### src/rtl/idex_buffer_pkg.sv
// Shared widths, sentinel encodings and the buffered-instruction record for
// the decode-to-execute buffer.
package scipio_pkg;

    localparam int COMMON_W    = 32;
    localparam int TAG_W       = 5;
    localparam int OP_W        = 6;
    localparam int EX_UNIT_NUM = 4;
    localparam int EX_UNIT_W   = 2;

    localparam logic [TAG_W-1:0]     TAG_INVALID = '0;
    localparam logic [EX_UNIT_W-1:0] EX_ERR_UNIT = '0;

    typedef struct packed {
        logic [EX_UNIT_W-1:0]       ex_unit;
        logic [OP_W-1:0]            op;
        logic [1:2][TAG_W-1:0]      tag;
        logic [1:2][COMMON_W-1:0]   val;
        logic [TAG_W-1:0]           target;
    } idex_entry_t;

endpackage

### src/rtl/idex_buffer_wakeup.sv
// Operand wakeup: replaces a pending tag with the broadcast value when the
// common data bus announces that tag.
module idex_wakeup
    import scipio_pkg::*;
(
    input  logic [TAG_W-1:0]    tag,
    input  logic [COMMON_W-1:0] val,
    input  logic                wb_valid,
    input  logic [TAG_W-1:0]    wb_tag,
    input  logic [COMMON_W-1:0] wb_val,
    output logic [TAG_W-1:0]    woken_tag,
    output logic [COMMON_W-1:0] woken_val
);

    logic hit;

    // A ready operand (TAG_INVALID) can never match because wb_tag is excluded too.
    assign hit       = wb_valid && (wb_tag != TAG_INVALID) && (tag == wb_tag);
    assign woken_tag = hit ? TAG_INVALID : tag;
    assign woken_val = hit ? wb_val : val;

endmodule

### src/rtl/idex_buffer.sv
// Two-entry FIFO between decode and the reservation stations, with operand
// wakeup on stored entries, on the incoming entry and on the head output.
module idex_buffer
    import scipio_pkg::*;
(
    input  logic                   clk,
    input  logic                   rst,
    input  logic                   rst_tag,
    input  logic                   in_valid,
    output logic                   in_ready,
    input  logic [EX_UNIT_W-1:0]   in_ex_unit,
    input  logic [OP_W-1:0]        in_op,
    input  logic [TAG_W-1:0]       in_tag1,
    input  logic [TAG_W-1:0]       in_tag2,
    input  logic [COMMON_W-1:0]    in_val1,
    input  logic [COMMON_W-1:0]    in_val2,
    input  logic [TAG_W-1:0]       in_target,
    input  logic                   wb_valid,
    input  logic [TAG_W-1:0]       wb_tag,
    input  logic [COMMON_W-1:0]    wb_val,
    input  logic [EX_UNIT_NUM-1:0] rs_full,
    output logic [EX_UNIT_NUM-1:0] out_valid,
    output logic [OP_W-1:0]        out_op,
    output logic [TAG_W-1:0]       out_tag1,
    output logic [TAG_W-1:0]       out_tag2,
    output logic [COMMON_W-1:0]    out_val1,
    output logic [COMMON_W-1:0]    out_val2,
    output logic [TAG_W-1:0]       out_target
);

    idex_entry_t       mem [2];
    idex_entry_t       head_e;
    idex_entry_t       in_wk;
    logic              head;
    logic              tail;
    logic [1:0]        count;
    logic              push;
    logic              pop;

    logic [TAG_W-1:0]    in_tag_raw [1:2];
    logic [COMMON_W-1:0] in_val_raw [1:2];
    logic [TAG_W-1:0]    in_tag_wk  [1:2];
    logic [COMMON_W-1:0] in_val_wk  [1:2];
    logic [TAG_W-1:0]    st_tag_wk  [2][1:2];
    logic [COMMON_W-1:0] st_val_wk  [2][1:2];
    logic [TAG_W-1:0]    hd_tag_wk  [1:2];
    logic [COMMON_W-1:0] hd_val_wk  [1:2];

    assign in_tag_raw[1] = in_tag1;
    assign in_tag_raw[2] = in_tag2;
    assign in_val_raw[1] = in_val1;
    assign in_val_raw[2] = in_val2;
    assign head_e        = mem[head];

    for (genvar k = 1; k <= 2; k++) begin : g_opnd
        idex_wakeup u_in_wk (
            .tag(in_tag_raw[k]), .val(in_val_raw[k]),
            .wb_valid(wb_valid), .wb_tag(wb_tag), .wb_val(wb_val),
            .woken_tag(in_tag_wk[k]), .woken_val(in_val_wk[k])
        );
        idex_wakeup u_hd_wk (
            .tag(head_e.tag[k]), .val(head_e.val[k]),
            .wb_valid(wb_valid), .wb_tag(wb_tag), .wb_val(wb_val),
            .woken_tag(hd_tag_wk[k]), .woken_val(hd_val_wk[k])
        );
        for (genvar i = 0; i < 2; i++) begin : g_slot
            idex_wakeup u_st_wk (
                .tag(mem[i].tag[k]), .val(mem[i].val[k]),
                .wb_valid(wb_valid), .wb_tag(wb_tag), .wb_val(wb_val),
                .woken_tag(st_tag_wk[i][k]), .woken_val(st_val_wk[i][k])
            );
        end
    end

    always_comb begin
        in_wk         = '0;
        in_wk.ex_unit = in_ex_unit;
        in_wk.op      = in_op;
        in_wk.tag[1]  = in_tag_wk[1];
        in_wk.tag[2]  = in_tag_wk[2];
        in_wk.val[1]  = in_val_wk[1];
        in_wk.val[2]  = in_val_wk[2];
        in_wk.target  = in_target;
    end

    // Readiness depends only on occupancy; reset holds it low.
    assign in_ready = rst && (count != 2'd2);
    assign push     = in_valid && in_ready && (in_ex_unit != EX_ERR_UNIT) && !rst_tag;

    always_comb begin
        out_valid = '0;
        if (!rst_tag && (count != 2'd0) && !rs_full[head_e.ex_unit])
            out_valid[head_e.ex_unit] = 1'b1;
    end

    assign pop        = |out_valid;
    assign out_op     = head_e.op;
    assign out_target = head_e.target;
    assign out_tag1   = hd_tag_wk[1];
    assign out_tag2   = hd_tag_wk[2];
    assign out_val1   = hd_val_wk[1];
    assign out_val2   = hd_val_wk[2];

    always_ff @(posedge clk or negedge rst) begin
        if (!rst) begin
            count <= 2'd0;
            head  <= 1'b0;
            tail  <= 1'b0;
            for (int i = 0; i < 2; i++) mem[i] <= '0;
        end else begin
            // Wakeup runs on every slot, even a blocked head or a flushed buffer.
            for (int i = 0; i < 2; i++) begin
                for (int k = 1; k <= 2; k++) begin
                    mem[i].tag[k] <= st_tag_wk[i][k];
                    mem[i].val[k] <= st_val_wk[i][k];
                end
            end
            if (rst_tag) begin
                count <= 2'd0;
                head  <= 1'b0;
                tail  <= 1'b0;
            end else begin
                if (push) begin
                    mem[tail] <= in_wk;
                    tail      <= ~tail;
                end
                if (pop) head <= ~head;
                count <= count + {1'b0, push} - {1'b0, pop};
            end
        end
    end

endmodule

### config.mk
export PLATFORM = sky130hd
export DESIGN_NAME = idex_buffer
export DESIGN_NICKNAME = d
export VERILOG_FILES = /design/src/rtl/idex_buffer_pkg.sv /design/src/rtl/idex_buffer_wakeup.sv /design/src/rtl/idex_buffer.sv
export SDC_FILE = /design/constraint.sdc
export NUM_CORES = 1
export LEC_CHECK = 0
export BUFFER_PORTS_ARGS = -buffer_cell sky130_fd_sc_hd__buf_2
export CORE_AREA = 2 2 194 196
export DETAILED_ROUTE_END_ITERATION = 6
export DIE_AREA = 0 0 196 198
export MAX_ROUTING_LAYER = met4
export SLEW_MARGIN = 20
export SYNTH_ARGS = -nofsm -noshare
export SYNTH_HDL_FRONTEND = slang
export SYNTH_SLANG_ARGS = --single-unit
### constraint.sdc
create_clock -name clk -period 3.9 [get_ports clk]
set_clock_uncertainty 0.05 [all_clocks]
set_input_delay 0.585 -clock clk [delete_from_list [all_inputs] [get_ports clk]]
set_output_delay 0.585 -clock clk [all_outputs]
set_load 0.01 [all_outputs]
==> results_dict.tcl <==
set metrics [dict create \
    syn_inst 915 \
    status "finished clean" \
    yosys_warnings 0 \
    grt_usage 0.182 \
    crit_path_max_fanout 20 \
    hold_viol 0 \
    yosysTopAreaCell "dfrtp_1" \
    mostFrequentLayoutCells "buf_2 (221), dfrtp_1 (177), mux2_2 (141)" \
    path_class "flop to output port" \
    switching_share 0.344 \
    vias_per_cell 5.31 \
    grt_max_degree 75 \
    placed_cells 1558 \
    synth_top_family_by_area "multiplexers" \
    place.gp.congestion 0.794 \
    synthMuxAreaShare 0.170 \
    grt_pass1_wl_um 51800 \
    synth_edf_count 0 \
    cp_data_arrival_time_ps 3060 \
    cts_tree "done" \
    io_buffers 222 \
    ys_seq_elements 178 \
    yosys.area_share.xor_xnor 0.0369 \
    grt_pass1_vias 8336 \
    synthAdderAreaFrac 0.00245 \
    synth_top_flop_cell "dfrtp_1" \
    overflow 0 \
    critPathRequiredTime_ps 3260 \
    drive_gt1_frac 0.515 \
    power-per-cell-area_nw_per_um2 694 \
    syn_avg_cell_area_sq_um 11.1 \
    antenna_found_initial 7 \
    p_sw_w 0.00299 \
    hold_buffers 0 \
    final_nets 1238 \
    max_freq_mhz 271 \
    final_cells 1597 \
    clkPwrFrac 0.208 \
    vias 8479 \
    syn2layout_area_growth_pct 23.0 \
    clock-sinks 178 \
    cts_made_buffers 17 \
    irDropWorstVdd_v 0.000320 \
    maxCapViolCount 0 \
    p_leak_nw 5.08 \
    drv_slew 0 \
    hold_path_class "input pin to async pin" \
    first_iter_violations 553 \
    start_util 0.276 \
    p_int_w 0.00571 \
    core-area_sq_um 37000 \
    relSlewSlack 0.338 \
    critPathCaptureType "output port" \
    final_common_cell "buf_2" \
    fp.dieW_um 196 \
    ctsResizeCount 0 \
    seq_power_share 0.365 \
    synthArstFlopShare 1.00 \
    setup_viol 0 \
    cts.clk_slew.worst_paths_ps 80 \
    synth_area_leaders "dfrtp_1 (44%), mux2_2 (16%), o221a_2 (14%)" \
    start_kind "flop" \
    ios 223 \
    clock_latency_ps 450 \
    fp.dieH_um 198 \
    dieArea_sq_um 38800 \
    dp_hpwl_um 22600 \
    postCtsSetupBuffers 0 \
    drc 0 \
    power_w 0.00871 \
    wirelength_um 34200 \
    tightestPinTransition_ps 993 \
    htreeDepth 4 \
    synth_nets 1050 \
    synth_top_area_share 0.437 \
    fin_tns_setup_ps 0 \
    yosysSeqAreaShare 0.437 \
    fin_crit_sh 0.946 \
    synth_cell_types 34 \
    synth_compound_area_frac 0.168 \
    firstDrtPassIters 5 \
    cts-root-buf "clkbuf_16" \
    clockBufferDepth 2 \
    fin_crit_ps 3690 \
    rsz0062_at_grt "false" \
    synth_area_sq_um 10200 \
    synth_simple_gate_area_share 0.145 \
    postRouteAntennaNets 0 \
    wl_per_cell_um 21.4 \
    row_count 71 \
    comb_power_share 0.427 \
]
## worst max-delay path, cell delays in order, from the launching register on
cell and delay, ps:
dfrtp_4 620, buf_4 370, mux2i_1 320, xnor2_1 100
nor2_1 320, nand3_2 130, buf_4 270, mux2_2 310
buf_2 140
## cell usage after synthesis (2+ instances only)
cell type  count
a31oi_1       10
buf_1          3
buf_2         37
buf_4          4
clkbuf_1      43
dfrtp_1      178
ha_1           2
inv_1          6
mux2_2       141
mux2i_1       15
nand2_1       93
nand2b_1      12
nand3_1       10
nor2_1         9
nor2b_1        7
nor3_1         3
nor4_2         6
o21ai_0        4
o221a_1        3
o221a_2      125
o22ai_1       20
or2_0          4
or3_1        128
xnor2_1       27
xor2_1        16
## flip-flops by register name, indices dropped and copies added, names as in the netlist
signal	flops
count	2
head	1
mem	174
tail	1
## path summary, 6_finish.rpt
kind	slack, ps	depth (start not counted)	to	from
worst max-delay path	210	8	out_val1[0]	head$_DFFE_PN0P_
worst min-delay path	230	2	mem[108]$_DFF_PN0_	rst
worst max register to register	1070	11	count[1]$_DFF_PN0_	head$_DFFE_PN0P_
worst min register to register	420	2	mem[166]$_DFFE_PN0P_	mem[166]$_DFFE_PN0P_
max in group asynchronous	2010	3	head$_DFFE_PN0P_	rst
min in group clk	280	3	mem[89]$_DFFE_PN0P_	in_target[2]
## kinds of logic after synthesis
| kind of cell | Yosys count |
|---|---|
| AND/OR/NAND/NOR | 274 |
| XOR/XNOR | 43 |
| buffers and inverters | 93 |
| adder cells (fa/ha/maj) | 2 |
| AO/OA/AOI/OAI | 169 |
| multiplexers | 156 |
| flip-flops | 178 |
## power by group through the flow
| stage | sequential, W | combinational, W | clock, W |
|---|---|---|---|
| floorplan | 0.00302 | 0.00262 | 0 |
| global placement | 0.00317 | 0.00369 | 0 |
| detailed placement | 0.00319 | 0.00373 | 0 |
| CTS | 0.00317 | 0.00375 | 0.00186 |
| global route | 0.00329 | 0.00405 | 0.00193 |
| finish | 0.00318 | 0.00372 | 0.00181 |
## through the flow
step | instance area (sq um) | hold WS, ps | util | worst slack (ps)
2_1_floorplan | 10200 | 239 | - | 734
3_3_place_gp | 11900 | 403 | 0.323 | 657
3_5_place_dp | 11900 | 410 | 0.323 | 632
4_1_cts | 12500 | 237 | 0.339 | 186
5_1_grt | 12600 | 267 | 0.340 | 5.67
6_report | 12600 | 227 | 0.340 | 210
## per-layer routing
layer	share of wire	track usage
met5	0	-
met4	0.015	0.0522
met3	0.062	0.0416
met2	0.46	0.276
met1	0.46	0.243
## layout make-up
class                           count  area, sq um
Antenna cell                        7         17.5
Clock buffer                       18          439
Clock inverter                     14          153
Fill cell                        3769        24400
Inverter                            6         22.5
Multi-Input combinational cell    644         5430
Sequential cell                   178         4460
Tap cell                          474          593
Timing Repair Buffer              256         1440
Power figures use the tool's default switching activity.
